--- config.mk ---
export PLATFORM = sky130hd
export DESIGN_NAME = io_mmio_ctrl
export DESIGN_NICKNAME = d
export VERILOG_FILES = /design/src/rtl/io_mmio_ctrl.sv
export SDC_FILE = /design/constraint.sdc
export NUM_CORES = 1
export LEC_CHECK = 0
export CORE_MARGIN = 4
export CORE_UTILIZATION = 30
export DETAILED_ROUTE_END_ITERATION = 8
export PLACE_DENSITY = 0.64
export RECOVER_POWER = 25
export SLEW_MARGIN = 5
export SYNTH_ARGS = -nofsm -noshare
export SYNTH_HDL_FRONTEND = slang
export SYNTH_SLANG_ARGS = --single-unit
--- constraint.sdc ---
create_clock -name clk_i -period 5.2 [get_ports clk_i]
set_input_delay 0.52 -clock clk_i [delete_from_list [all_inputs] [get_ports clk_i]]
set_output_delay 0.52 -clock clk_i [all_outputs]
set_load 0.05 [all_outputs]
--- src/rtl/io_mmio_ctrl.sv ---
// Memory-mapped IO controller: LED register, switch readback and keypad FIFO
// behind a 3-state CPU handshake. Define IO_BUSERR_EN to add bus-error reporting.
module io_mmio_ctrl #(
  parameter logic [31:0] BASE_ADDR  = 32'hFFFFFC00,
  parameter int unsigned FIFO_DEPTH = 4
) (
  input  logic        clk_i,
  input  logic        reset_i,
  input  logic        lock_i,
  input  logic        req_i,
  input  logic        we_i,
  input  logic [31:0] addr_i,
  input  logic [31:0] wdata_i,
  output logic [31:0] rdata_o,
  output logic        ready_o,
`ifdef IO_BUSERR_EN
  output logic        buserr_o,
  output logic [3:0]  exc_code_o,
`endif
  input  logic [23:0] switch_i,
  input  logic        key_valid_i,
  input  logic [3:0]  key_val_i,
  output logic [23:0] led_o
);

  localparam int unsigned PTR_W = $clog2(FIFO_DEPTH);
  localparam int unsigned CNT_W = PTR_W + 1;

  localparam logic [9:0] OFF_LED  = 10'h060;
  localparam logic [9:0] OFF_SW   = 10'h070;
  localparam logic [9:0] OFF_KDAT = 10'h080;
  localparam logic [9:0] OFF_KSTA = 10'h084;

  typedef enum logic [1:0] {
    IDLE   = 2'd0,
    ACCESS = 2'd1,
    RESP   = 2'd2
  } state_e;

  state_e            state_q, state_d;
  logic [31:0]       addr_q, addr_d;
  logic              we_q, we_d;
  logic [23:0]       wdata_q, wdata_d;
  logic [31:0]       rdata_q, rdata_d;
  logic              ready_q, ready_d;
  logic [23:0]       led_q, led_d;

  logic [3:0]        fifo_q [FIFO_DEPTH];
  logic [PTR_W-1:0]  wr_ptr_q, wr_ptr_d;
  logic [PTR_W-1:0]  rd_ptr_q, rd_ptr_d;
  logic [CNT_W-1:0]  count_q, count_d;
  logic              ovf_q, ovf_d;

  logic              in_win;
  logic [9:0]        offset;
  logic              full;
  logic              pop;
  logic              push;
  logic              drop;
  logic              stat_rd;
  logic              bad_acc;

`ifdef IO_BUSERR_EN
  logic              buserr_q, buserr_d;
  logic [3:0]        exc_q, exc_d;
`else
  logic              unused_bad;
  assign unused_bad = bad_acc;
`endif

  logic              unused_wdata;
  assign unused_wdata = ^wdata_i[31:24];

  // State and datapath registers
  always_ff @(posedge clk_i) begin
    if (reset_i) begin
      state_q  <= IDLE;
      addr_q   <= '0;
      we_q     <= 1'b0;
      wdata_q  <= '0;
      rdata_q  <= '0;
      ready_q  <= 1'b0;
      led_q    <= '0;
      wr_ptr_q <= '0;
      rd_ptr_q <= '0;
      count_q  <= '0;
      ovf_q    <= 1'b0;
`ifdef IO_BUSERR_EN
      buserr_q <= 1'b0;
      exc_q    <= '0;
`endif
    end else begin
      state_q  <= state_d;
      addr_q   <= addr_d;
      we_q     <= we_d;
      wdata_q  <= wdata_d;
      rdata_q  <= rdata_d;
      ready_q  <= ready_d;
      led_q    <= led_d;
      wr_ptr_q <= wr_ptr_d;
      rd_ptr_q <= rd_ptr_d;
      count_q  <= count_d;
      ovf_q    <= ovf_d;
`ifdef IO_BUSERR_EN
      buserr_q <= buserr_d;
      exc_q    <= exc_d;
`endif
    end
  end

  // Keypad storage needs no reset; pointers and count define validity
  always_ff @(posedge clk_i) begin
    if (push) begin
      fifo_q[wr_ptr_q] <= key_val_i;
    end
  end

  always_comb begin
    in_win   = (addr_q[31:10] == BASE_ADDR[31:10]);
    offset   = addr_q[9:0];
    full     = (count_q == CNT_W'(FIFO_DEPTH));

    state_d  = state_q;
    addr_d   = addr_q;
    we_d     = we_q;
    wdata_d  = wdata_q;
    rdata_d  = rdata_q;
    ready_d  = 1'b0;
    led_d    = led_q;
    pop      = 1'b0;
    stat_rd  = 1'b0;
    bad_acc  = 1'b0;

    case (state_q)
      IDLE: begin
        if (req_i && !lock_i) begin
          addr_d  = addr_i;
          we_d    = we_i;
          wdata_d = wdata_i[23:0];
          state_d = ACCESS;
        end
      end
      ACCESS: begin
        state_d = RESP;
        ready_d = 1'b1;
        rdata_d = '0;
        if (!in_win) begin
          bad_acc = 1'b1;
        end else begin
          case (offset)
            OFF_LED: begin
              if (we_q) led_d   = wdata_q;
              else      rdata_d = {8'd0, led_q};
            end
            OFF_SW: begin
              if (we_q) bad_acc = 1'b1;
              else      rdata_d = {8'd0, switch_i};
            end
            OFF_KDAT: begin
              if (we_q) begin
                bad_acc = 1'b1;
              end else if (count_q != '0) begin
                rdata_d = {28'd0, fifo_q[rd_ptr_q]};
                pop     = 1'b1;
              end
            end
            OFF_KSTA: begin
              if (we_q) begin
                bad_acc = 1'b1;
              end else begin
                rdata_d = {26'd0, ovf_q, full, 4'(count_q)};
                stat_rd = 1'b1;
              end
            end
            default: bad_acc = 1'b1;
          endcase
        end
      end
      RESP:    state_d = IDLE;
      default: state_d = IDLE;
    endcase

    // A pop in the same cycle frees a slot, so a full FIFO still accepts the push
    push     = key_valid_i && (!full || pop);
    drop     = key_valid_i && full && !pop;
    wr_ptr_d = push ? wr_ptr_q + PTR_W'(1) : wr_ptr_q;
    rd_ptr_d = pop  ? rd_ptr_q + PTR_W'(1) : rd_ptr_q;
    case ({push, pop})
      2'b10:   count_d = count_q + CNT_W'(1);
      2'b01:   count_d = count_q - CNT_W'(1);
      default: count_d = count_q;
    endcase
    // Status read clears overflow, but a key dropped in that same cycle re-sets it
    ovf_d    = stat_rd ? drop : (ovf_q | drop);

`ifdef IO_BUSERR_EN
    buserr_d = 1'b0;
    exc_d    = '0;
    if (state_q == ACCESS && bad_acc) begin
      buserr_d = 1'b1;
      exc_d    = we_q ? 4'd5 : 4'd4;
    end
`endif
  end

  assign rdata_o    = rdata_q;
  assign ready_o    = ready_q;
  assign led_o      = led_q;
`ifdef IO_BUSERR_EN
  assign buserr_o   = buserr_q;
  assign exc_code_o = exc_q;
`endif

endmodule

Word-level counts from Yosys, hierarchy flattened --
Memory sizes are Yosys's and may differ from the RTL's. A register that Yosys moved wholly into a read port is not among the register bits. Cells that the tools add are included. Widths: inputs -> output; s select.
Word-level totals: flip-flop bits (word level) 124, memories 1, output and inout port bits 57, word-level logic and storage cells 65, bits in writable memories 16
Memories:
- fifo_q | depth 4, width 4, rd ports 1, clocked after memory_dff 1, write ports 1, line 48 | logic [3:0] fifo_q [FIFO_DEPTH];
Operators by class: add/sub/neg operators 4, muxes and demuxes 25, bitwise logic cells 1, equality and inequality tests 10, reduce and logical (&&, ||, !) cells 13
Operators with widths (count):
- $pmux 24 s4 | 1
- $mux 24 | 3
- $eq 22x22->1 const B | 1
- $eq 10x7->1 const B | 2
- $eq 10x8->1 const B | 2
- $mux 1 | 13
- $mux 4 | 2
- $mux 2 | 3
- $mux 6 | 1
- $pmux 3 s2 | 1
- $add 2x1->2 const B | 2
- $eq 2x1->1 const B | 2
- $logic_and 1x1->1 | 4
- $pmux 2 s2 | 1
- $reduce_and 4->1 | 1
- $add 3x1->3 const B | 1
- $eq 3x3->1 const B | 1
- $logic_not 1->1 | 3
- $reduce_bool 3->1 | 1
- $sub 3x1->3 const B | 1
- $eq 2x2->1 const B | 1
- $logic_not 2->1 | 1
- $ne 2x2->1 const B | 1
- $reduce_and 2->1 | 1
- other kinds (3) | 3

Longest topological paths before layout --
Gate-level depths: netlist of the first run.
depth in word-level cells 10, depth in mapped cells 12, depth with buffers taken out 11

Least setup slack after synthesis of the first run --
No wires, ideal clock.
path kind reg2reg, from reg addr_q[4], to reg count_q[2], arrival time 2.586 ns, clock period less this slack 2.657 ns, cell stages (with the launch flop) 13, setup slack 2.543 ns, setup time 0.070 ns, data required time 5.130 ns, cells stage by stage dfxtp_1 -> buf_6 -> or4b_4 -> nor4_4 -> nand2_2 -> o22ai_4 -> inv_1 -> ha_1 -> inv_1 -> fa_1 -> xor2_1 -> or3_1 -> a21oi_1
On the way: longest elaborated chain between the ends 8, elaborated cells on any way between the ends 10, classes of those cells eq/ne (3); mux (4); reduce/logical (3)
Ends and longest elaborated chain:
- start, declared | line 41 | logic [31:0] addr_q, addr_d;
- start signal, assigned | line 94 | addr_q <= addr_d;
- $eq 10x8->1 (*) | line 150 | case (offset)
- $mux 1 (*) | line 150
- $mux 1 (*) | line 147 | if (!in_win) begin
- $mux 1 (*) | line 134 | case (state_q)
- $logic_or 1x1->1 | line 184 | push = key_valid_i && (!full || pop);
- $logic_and 1x1->1 | line 184
- $eq 2x1->1 or $eq 2x2->1 (tied branches) | line 188 | case ({push, pop})
- $pmux 3 s2 or $reduce_bool 2->1 (tied branches)
- end signal, assigned | line 102 | count_q <= count_d;
- end, declared | line 51 | logic [CNT_W-1:0] count_q, count_d;
Every way passes the cells marked *; elsewhere a longest branch is shown, timed or not. A chain may end at the register's enable or synchronous reset.

Worst setup path after layout of the first run --
from reg state_q[1], to reg count_q[2]
On the way: longest elaborated chain between the ends 6, elaborated cells on any way between the ends 8, classes of those cells eq/ne (3); mux (2); reduce/logical (3)
Ends and longest elaborated chain:
- start, declared | line 40 | state_e state_q, state_d;
- start signal, assigned | line 93 | state_q <= state_d;
- $eq 2x1->1 (*) | line 134
- $mux 1 (*) | line 134
- via pop | line 57 | logic pop;
- $logic_or 1x1->1 | line 184
- $logic_and 1x1->1 | line 184
- $eq 2x1->1 or $eq 2x2->1 (tied branches) | line 188
- $pmux 3 s2 or $reduce_bool 2->1 (tied branches)
Mark *: on every way through the listed nets, which the timed path passes. The rest lies on a longest branch.

==> results of run 1 <==
where the power goes:
part	switching (mW)	internal, mW	total [mW]
sequential	0.0175	1.08	1.10
clock	0.444	0.758	1.20
combinational	0.0966	0.0919	0.189
layer usage:
metal | vias to the layer above | routed length [um] | global-route usage, %
met5 | - | 41 | 0
met4 | 8 | 229 | 5.35
met3 | 26 | 1110 | 4.82
met2 | 115 | 6730 | 22.4
met1 | 2054 | 6690 | 20.1
li1 | 2287 | - | -
layout make-up:
class	count	area, sq um
Clock buffer	22	484
Clock inverter	10	119
Fill cell	1772	9900
Inverter	14	52.6
Multi-Input combinational cell	416	2250
Sequential cell	134	2840
Tap cell	225	282
Timing Repair Buffer	145	1430
path summary, 6_finish.rpt:
| path | slack [ps] | start | depth (start not counted) | endpoint |
|---|---|---|---|---|
| max | 2210 | state_q[1]$_SDFFE_PP0P_ | 10 | count_q[2]$_SDFFE_PP0P_ |
| min | 450 | rdata_o[15]$_SDFFE_PP0P_ | 2 | rdata_o[15]$_SDFFE_PP0P_ |
| max reg2reg | 2210 | state_q[1]$_SDFFE_PP0P_ | 10 | count_q[2]$_SDFFE_PP0P_ |
| min reg2reg | 450 | rdata_o[15]$_SDFFE_PP0P_ | 2 | rdata_o[15]$_SDFFE_PP0P_ |
worst max-delay path: cells and delay by family, from the launching register on:
family | cells | cell delay, ps
DFF | 1 | 320
buffers and inverters | 1 | 60
AOI/OAI and AO/OA | 1 | 140
and+or+nand+nor | 5 | 1660
xor gates and xnor gates | 1 | 160
adders and majority gates | 2 | 580
cells by family after synthesis:
kind of cell	count (synthesis)
XOR/XNOR	3
adder cells (fa/ha/maj)	6
other	1
AO/OA/AOI/OAI	143
multiplexers	12
buffers and inverters	61
flip-flops	134
AND/OR/NAND/NOR	244
cell usage in the layout (no fill, tap or decap), types with 2 or more instances in the layout:
cell,netlist,routed
buf_4,8,8
nor3_1,5,5
xor2_1,2,2
or3_4,2,2
a21oi_1,88,88
clkbuf_16,0,17
a2bb2oi_1,3,3
or4_1,2,2
and2_1,4,4
inv_4,0,2
or2_2,2,2
dlygate4sd3_1,0,14
edfxtp_1,16,16
clkdlybuf4s50_1,0,123
bufinv_16,0,2
clkinv_4,0,3
o21ai_1,13,13
a211oi_1,2,2
conb_1,1,8
inv_1,14,14
nor2_1,14,14
mux2i_1,7,7
mux4_2,4,4
o22a_1,3,3
ha_1,5,5
nand3_1,2,2
nand2_1,187,187
nor4_4,2,2
nand2b_1,3,3
or3_1,3,3
dfxtp_1,118,118
a22oi_1,18,18
o31ai_1,5,5
clkinvlp_4,0,2
nand4_1,7,7
clkbuf_8,0,4
o21ai_0,9,9
flip-flops by register name, summed over array words and instances (netlist names), named ones only:
signal and count:
fifo_q 16, rd_ptr_q 2, addr_q 32, state_q 2, led_o 24, wr_ptr_q 2, wdata_q 24, we_q 1
ready_o 1, rdata_o 24, ovf_q 1, count_q 3
==> metrics.md, run 1 <==
| Metric | Value |
|---|---|
| Final ANT Viol Nets | `0` |
| Area grow syn2layout | `39.9%` |
| Die area | `approximately 0.02 sq mm` |
| Largest family of logic cells by synthesized area | `simple AND/OR/NAND/NOR gates` |
| Crit Path Max Fanout | `6` |
| CTS H-Tree Depth | `4` |
| Setup TNS | `0 ps` |
| Worst hold slack | `about 450 ps` |
| GRT overflow | `0` |
| Buffers on Ports | `around 140` |
| Drt wl/cell | `around 15 um` |
| Final period util | `57.5%` |
| Height of the die | `about 140 um` |
| Slowest cell delay on critical path | `~520 ps` |
| CTS clock-pin slew for the worst setup and hold paths | `around 60 ps` |
| Pre-Repair DR Iteration Count | `6` |
| Pin count of the biggest net entering global routing | `between 50 and 60` |
| Placed Instances | `934` |
| Most common cell in the synthesized netlist | `nand2_1` |
| Kind of critical path | `reg -> reg` |
| Fin worst setup slack | `between 2000 and 2500 ps` |
| Post-cts resize count | `0` |
| FP Rows | `48` |
| I/O pin total | `about 160` |
| Wire length of the first global-routing pass | `around 23000 um` |
| Max IR drop VDD | `around 230 uV` |
| Yosys warns | `0` |
| Initial Util | `between 30 and 40%` |
| # hold bufs at CTS | `0` |
| Critical path required time | `approximately 5500 ps` |
| Non-Filler Instances | `966` |
| Synth cell count leaders | `187 x nand2_1, 118 x dfxtp_1, 88 x a21oi_1, 27 x clkbuf_1, 18 x a22oi_1` |
| XOR/XNOR Fraction of Synth Area | `less than 1%` |
| Type of origin of the critical path | `register` |
| Fin. max-slew vios | `0` |
| Slowest-stage cell, CP | `nor3_2` |
| Max_cap viols | `0` |
| Core area | `around 0.017 sq mm` |
| Syn avg cell area | `slightly below 9 sq um` |
| Rel. slew slack | `between 30% and 40%` |
| Post-synth cell types | `between 40 and 50` |
| CTS tree | `built` |
| Top cells by area, synth | `dfxtp_1 44%, nand2_1 13%, edfxtp_1 9.0%, a21oi_1 8.3%, a22oi_1 2.5%` |
| Placed cell areas | `0.00685 sq mm` |
| Number of inserted diodes | `0` |
| Crit path arrival time | `~3300 ps` |
| Total chip power | `approximately 2.5 mW` |
| Die width | `141 um` |
| Static Leakage | `~2.6 nW` |
| Vias in the first global route | `roughly 4300` |
| Status | `finished clean` |
| Top cell type's share of synthesized area | `approximately 44%` |
| Clock root buffer | `clkbuf_16` |
| Post-Syn Instances | `about 600` |
| Fraction of the yosys area taken by sequential cells | `53.3%` |
| Post-layout minimum cycle time | `between 2000 and 3000 ps` |
| Critical path cell sequence | `nand2b_1 -> nor3_2 -> nand2_1 -> nor3_1 -> ha_1 -> inv_1 -> fa_1 -> xor2_1 -> or3_1 -> a21oi_1` |
| Vias post-DR | `~4500` |
| Final RePlAce weighted congestion | `between 0.8 and 0.9` |
| GRT Total Usage | `between 10% and 20%` |
| Layout Skew | `between 6 and 7 ps` |
| DP Wirelength | `10400 um` |
| RSZ-0062 raised after global routing | `false` |
| Final hold vios | `0` |
| Design area | `0.00746 sq mm` |
| Initial antenna violation count | `4` |
| Share of cells above drive strength 1 | `under 10%` |
| Least-Margin Pin Slew | `1020 ps` |
| Clock buffer count from CTS | `17` |
| Final wirelength | `~15000 um` |
| Max Root-Sink Buffers | `2` |
| DR iter-0 viols | `between 200 and 250` |
| Top_reg_cell synth | `dfxtp_1` |
| CP endpoint kind | `register` |
| Routed vias/inst | `~4.6` |
| Cell Area, Synth | `approximately 0.0053 sq mm` |
| Mux cell area share after synthesis | `under 10%` |
| Complex-gate fraction of the synthesized area | `between 10% and 20%` |
| Clock sink total | `about 130` |
| DP Worst Slack | `2210 ps` |
| Async set-reset flop share out of synthesis | `0%` |
| Simple-gate share of the synthesized area | `approximately a fifth` |
| HP Class | `reg -> reg` |
| Pwr Density | `around 330 mW/mm^2` |
| F_max | `0.335 GHz` |
| Area leader, netlist | `dfxtp_1` |
| Post-Synth Adder-Cell Area | `approximately 1.5%` |
| Final core occ | `43.0%` |
| Final Setup Violations | `0` |
| EDFF count, synth | `16` |
| Setup bufs post-CTS | `0` |
| #FFs+latches synth | `approximately 130` |
| Nets | `~830` |
| DRC viols | `0` |
| Worst-Skew Late Latency | `410 ps` |
Note: power is estimated with default switching activity, not from simulation.
==> run 2, diff against run 1 <==
--- a/config.mk
+++ b/config.mk
@@ -8,7 +8,7 @@
 export CORE_MARGIN = 4
 export CORE_UTILIZATION = 30
 export DETAILED_ROUTE_END_ITERATION = 8
-export PLACE_DENSITY = 0.64
+export PLACE_DENSITY = 0.66
 export RECOVER_POWER = 25
 export SLEW_MARGIN = 5
 export SYNTH_ARGS = -nofsm -noshare
==> constraint.sdc (replaced) <==
create_clock -name clk_i -period 2.7 [get_ports clk_i]
set_input_delay 0.27 -clock clk_i [delete_from_list [all_inputs] [get_ports clk_i]]
set_output_delay 0.27 -clock clk_i [all_outputs]
set_load 0.05 [all_outputs]
==> metrics.md, run 2 (synthesis gave the netlist of run 1 again) <==
| Metric | Value |
|---|---|
| DRC viols | `0 (unchanged)` |
| R2r setup slk | `100 ps (was 2210 ps)` |
| Pre-Repair DR Iteration Count | `4 (was 6)` |
| Max Root-Sink Buffers | `2 (unchanged)` |
| Type of origin of the critical path | `register (unchanged)` |
| Setup TNS | `0 ps (unchanged)` |
| Initial Util | `30.7% (unchanged)` |
| Height of the die | `141 um (unchanged)` |
| DR iter-0 viols | `271 (was 230)` |
| Drt wl/cell | `14.8 um (was 15.3 um)` |
| CP endpoint kind | `register (unchanged)` |
| GRT Total Usage | `14.7% (was 14.9%)` |
| Most frequent cells in the layout | `187 x nand2_1, 133 x clkdlybuf4s50_1, 118 x dfxtp_1 (was 187 x nand2_1, 123 x clkdlybuf4s50_1, 118 x dfxtp_1)` |
| GRT overflow | `0 (unchanged)` |
| Wire length of the first global-routing pass | `22900 um (was 23200 um)` |
| Final wirelength | `14500 um (was 14800 um)` |
| Nets | `846 (was 832)` |
| Clock sink total | `134 (unchanged)` |
| Multi-input logic area | `0.00226 sq mm (was 0.00225 sq mm)` |
| Pwr Density | `639 mW/mm^2 (was 333 mW/mm^2)` |
| Placed cell areas | `0.00696 sq mm (was 0.00685 sq mm)` |
| Final period util | `96.4% (was 57.5%)` |
| Switch share | `22.4% (about the same)` |
| Number of inserted diodes | `0 (unchanged)` |
| CTS H-Tree Depth | `4 (unchanged)` |
| Pin count of the biggest net entering global routing | `56 (was 57)` |
| FF/Latch Area | `0.00284 sq mm (unchanged)` |
| Vias post-DR | `4509 (was 4490)` |
| Crit path arrival time | `2940 ps (was 3330 ps)` |
| Part of the power in registers | `43.5% (was 44.1%)` |
| Final Setup Violations | `0 (unchanged)` |
| Critical path required time | `3040 ps (was 5540 ps)` |
| Status | `finished clean (unchanged)` |
| Initial antenna violation count | `2 (was 4)` |
| Post-layout minimum cycle time | `2600 ps (was 2990 ps)` |
| Vias in the first global route | `4384 (was 4259)` |
| Buffers on Ports | `138 (unchanged)` |
| I/O pin total | `155 (unchanged)` |
| CTS tree | `built (unchanged)` |
| F_max | `0.384 GHz (was 0.335 GHz)` |
| DP Wirelength | `10400 um (about the same)` |
| Kind of critical path | `reg -> reg (unchanged)` |
| Crit Path Max Fanout | `4 (was 6)` |
| Static Leakage | `2.60 nW (was 2.56 nW)` |
| Max reg flops | `32 (unchanged)` |
| Routed vias/inst | `4.60 (was 4.65)` |
| FP Rows | `48 (unchanged)` |
| Most common cell after layout, fill and taps aside | `nand2_1 (unchanged)` |
| Die area | `0.0200 sq mm (unchanged)` |
| Rel. slew slack | `32.8% (was 32.3%)` |
| Final RePlAce weighted congestion | `0.830 (was 0.809)` |
| Die width | `141 um (unchanged)` |
| Worst-Skew Late Latency | `420 ps (was 410 ps)` |
| Clock share of power | `48.7% (was 48.3%)` |
| Final hold vios | `0 (unchanged)` |
| HP Class | `in -> reg (was reg -> reg)` |
| Share of cells above drive strength 1 | `10.2% (was 8.10%)` |
| Psw | `1.09 mW (was 0.558 mW)` |
| DP Worst Slack | `83.7 ps (was 2210 ps)` |
| CTS clock-pin slew for the worst setup and hold paths | `60 ps (about the same)` |
| Fillers | `1714 (was 1772)` |
| Max IR drop VDD | `458 uV (was 234 uV)` |
| Internal cell power | `3.75 mW (was 1.93 mW)` |
| Max_cap viols | `0 (unchanged)` |
| Clock buffer count from CTS | `17 (unchanged)` |
| Design area | `0.00758 sq mm (was 0.00746 sq mm)` |
| Area grow syn2layout | `42.2% (was 39.9%)` |
| Total chip power | `4.84 mW (was 2.49 mW)` |
| Layout Skew | `9.38 ps (was 6.19 ps)` |
| Fin. max-slew vios | `0 (unchanged)` |
| Core area | `0.0174 sq mm (unchanged)` |
| Top reg by flops | `addr_q (unchanged)` |
| Fin worst setup slack | `97.2 ps (was 2210 ps)` |
| Clock root buffer | `clkbuf_16 (unchanged)` |
| Final ANT Viol Nets | `0 (unchanged)` |
| Least-Margin Pin Slew | `1000 ps (was 1020 ps)` |
| Setup bufs post-CTS | `0 (unchanged)` |
| Comb pwr share | `7.8% (was 7.6%)` |
[run 2: final cells by class]
type	count	area share (%)
clock buffer	21	6.50
clock inverter	11	1.58
inverter	14	0.693
multi-input combinational	416	29.8
sequential	134	37.5
tap	225	3.71
timing repair buffer	159	20.1
[run 2: path summary, 6_finish.rpt]
path,startpoint,end,cells past startpoint
setup / recovery,addr_q[4]$_SDFFE_PP0P_,count_q[2]$_SDFFE_PP0P_,10
hold / removal,reset_i,wr_ptr_q[1]$_SDFFE_PP0P_,3
setup reg to reg,addr_q[4]$_SDFFE_PP0P_,count_q[2]$_SDFFE_PP0P_,10
hold reg to reg,rdata_o[22]$_SDFFE_PP0P_,rdata_o[22]$_SDFFE_PP0P_,2
[run 2: what timing repair did]
item,4_1_cts,5_1_grt
setup endpoints to repair,0,1
gates resized for setup,0,4
hold endpoints to repair,0,0
hold buffers,0,0
[run 2: metrics by stage]
stage          utilization, %  hold slack [ps]  instances
6_report                 43.7              196        980
5_1_grt                  43.7              214        980
4_1_cts                  43.6              184        980
3_5_place_dp             40.1              442        948
3_3_place_gp             40.1              433        948
2_1_floorplan               -              369        611
[run 2: layer usage]
metal / vias up / track usage [%] / part of all wire [%]
li1: 2318 / - / -
met1: 2028 / 19.5 / 45
met2: 131 / 22.1 / 45
met3: 28 / 4.62 / 7.4
met4: 4 / 6.32 / 2.6
met5: - / 0 / 0.18
[run 2: critical path, stage by stage (launching register included)]
cell,delay (ps)
dfxtp_1,310
or4b_4,580
nor2_2,130
nand2_1,80
nor3_2,190
ha_2,210
inv_1,50
fa_1,380
xor2_1,160
or3_1,300
a21oi_1,140
[run 2: power groups by stage]
| stage | logic (mW) | registers [mW] | clock network (mW) |
|---|---|---|---|
| 2_1_floorplan | 0.202 | 2.14 | 0 |
| 3_3_place_gp | 0.377 | 2.15 | 0 |
| 3_5_place_dp | 0.381 | 2.15 | 0 |
| 4_1_cts | 0.383 | 2.11 | 2.41 |
| 5_1_grt | 0.416 | 2.11 | 2.50 |
| 6_report | 0.377 | 2.11 | 2.36 |
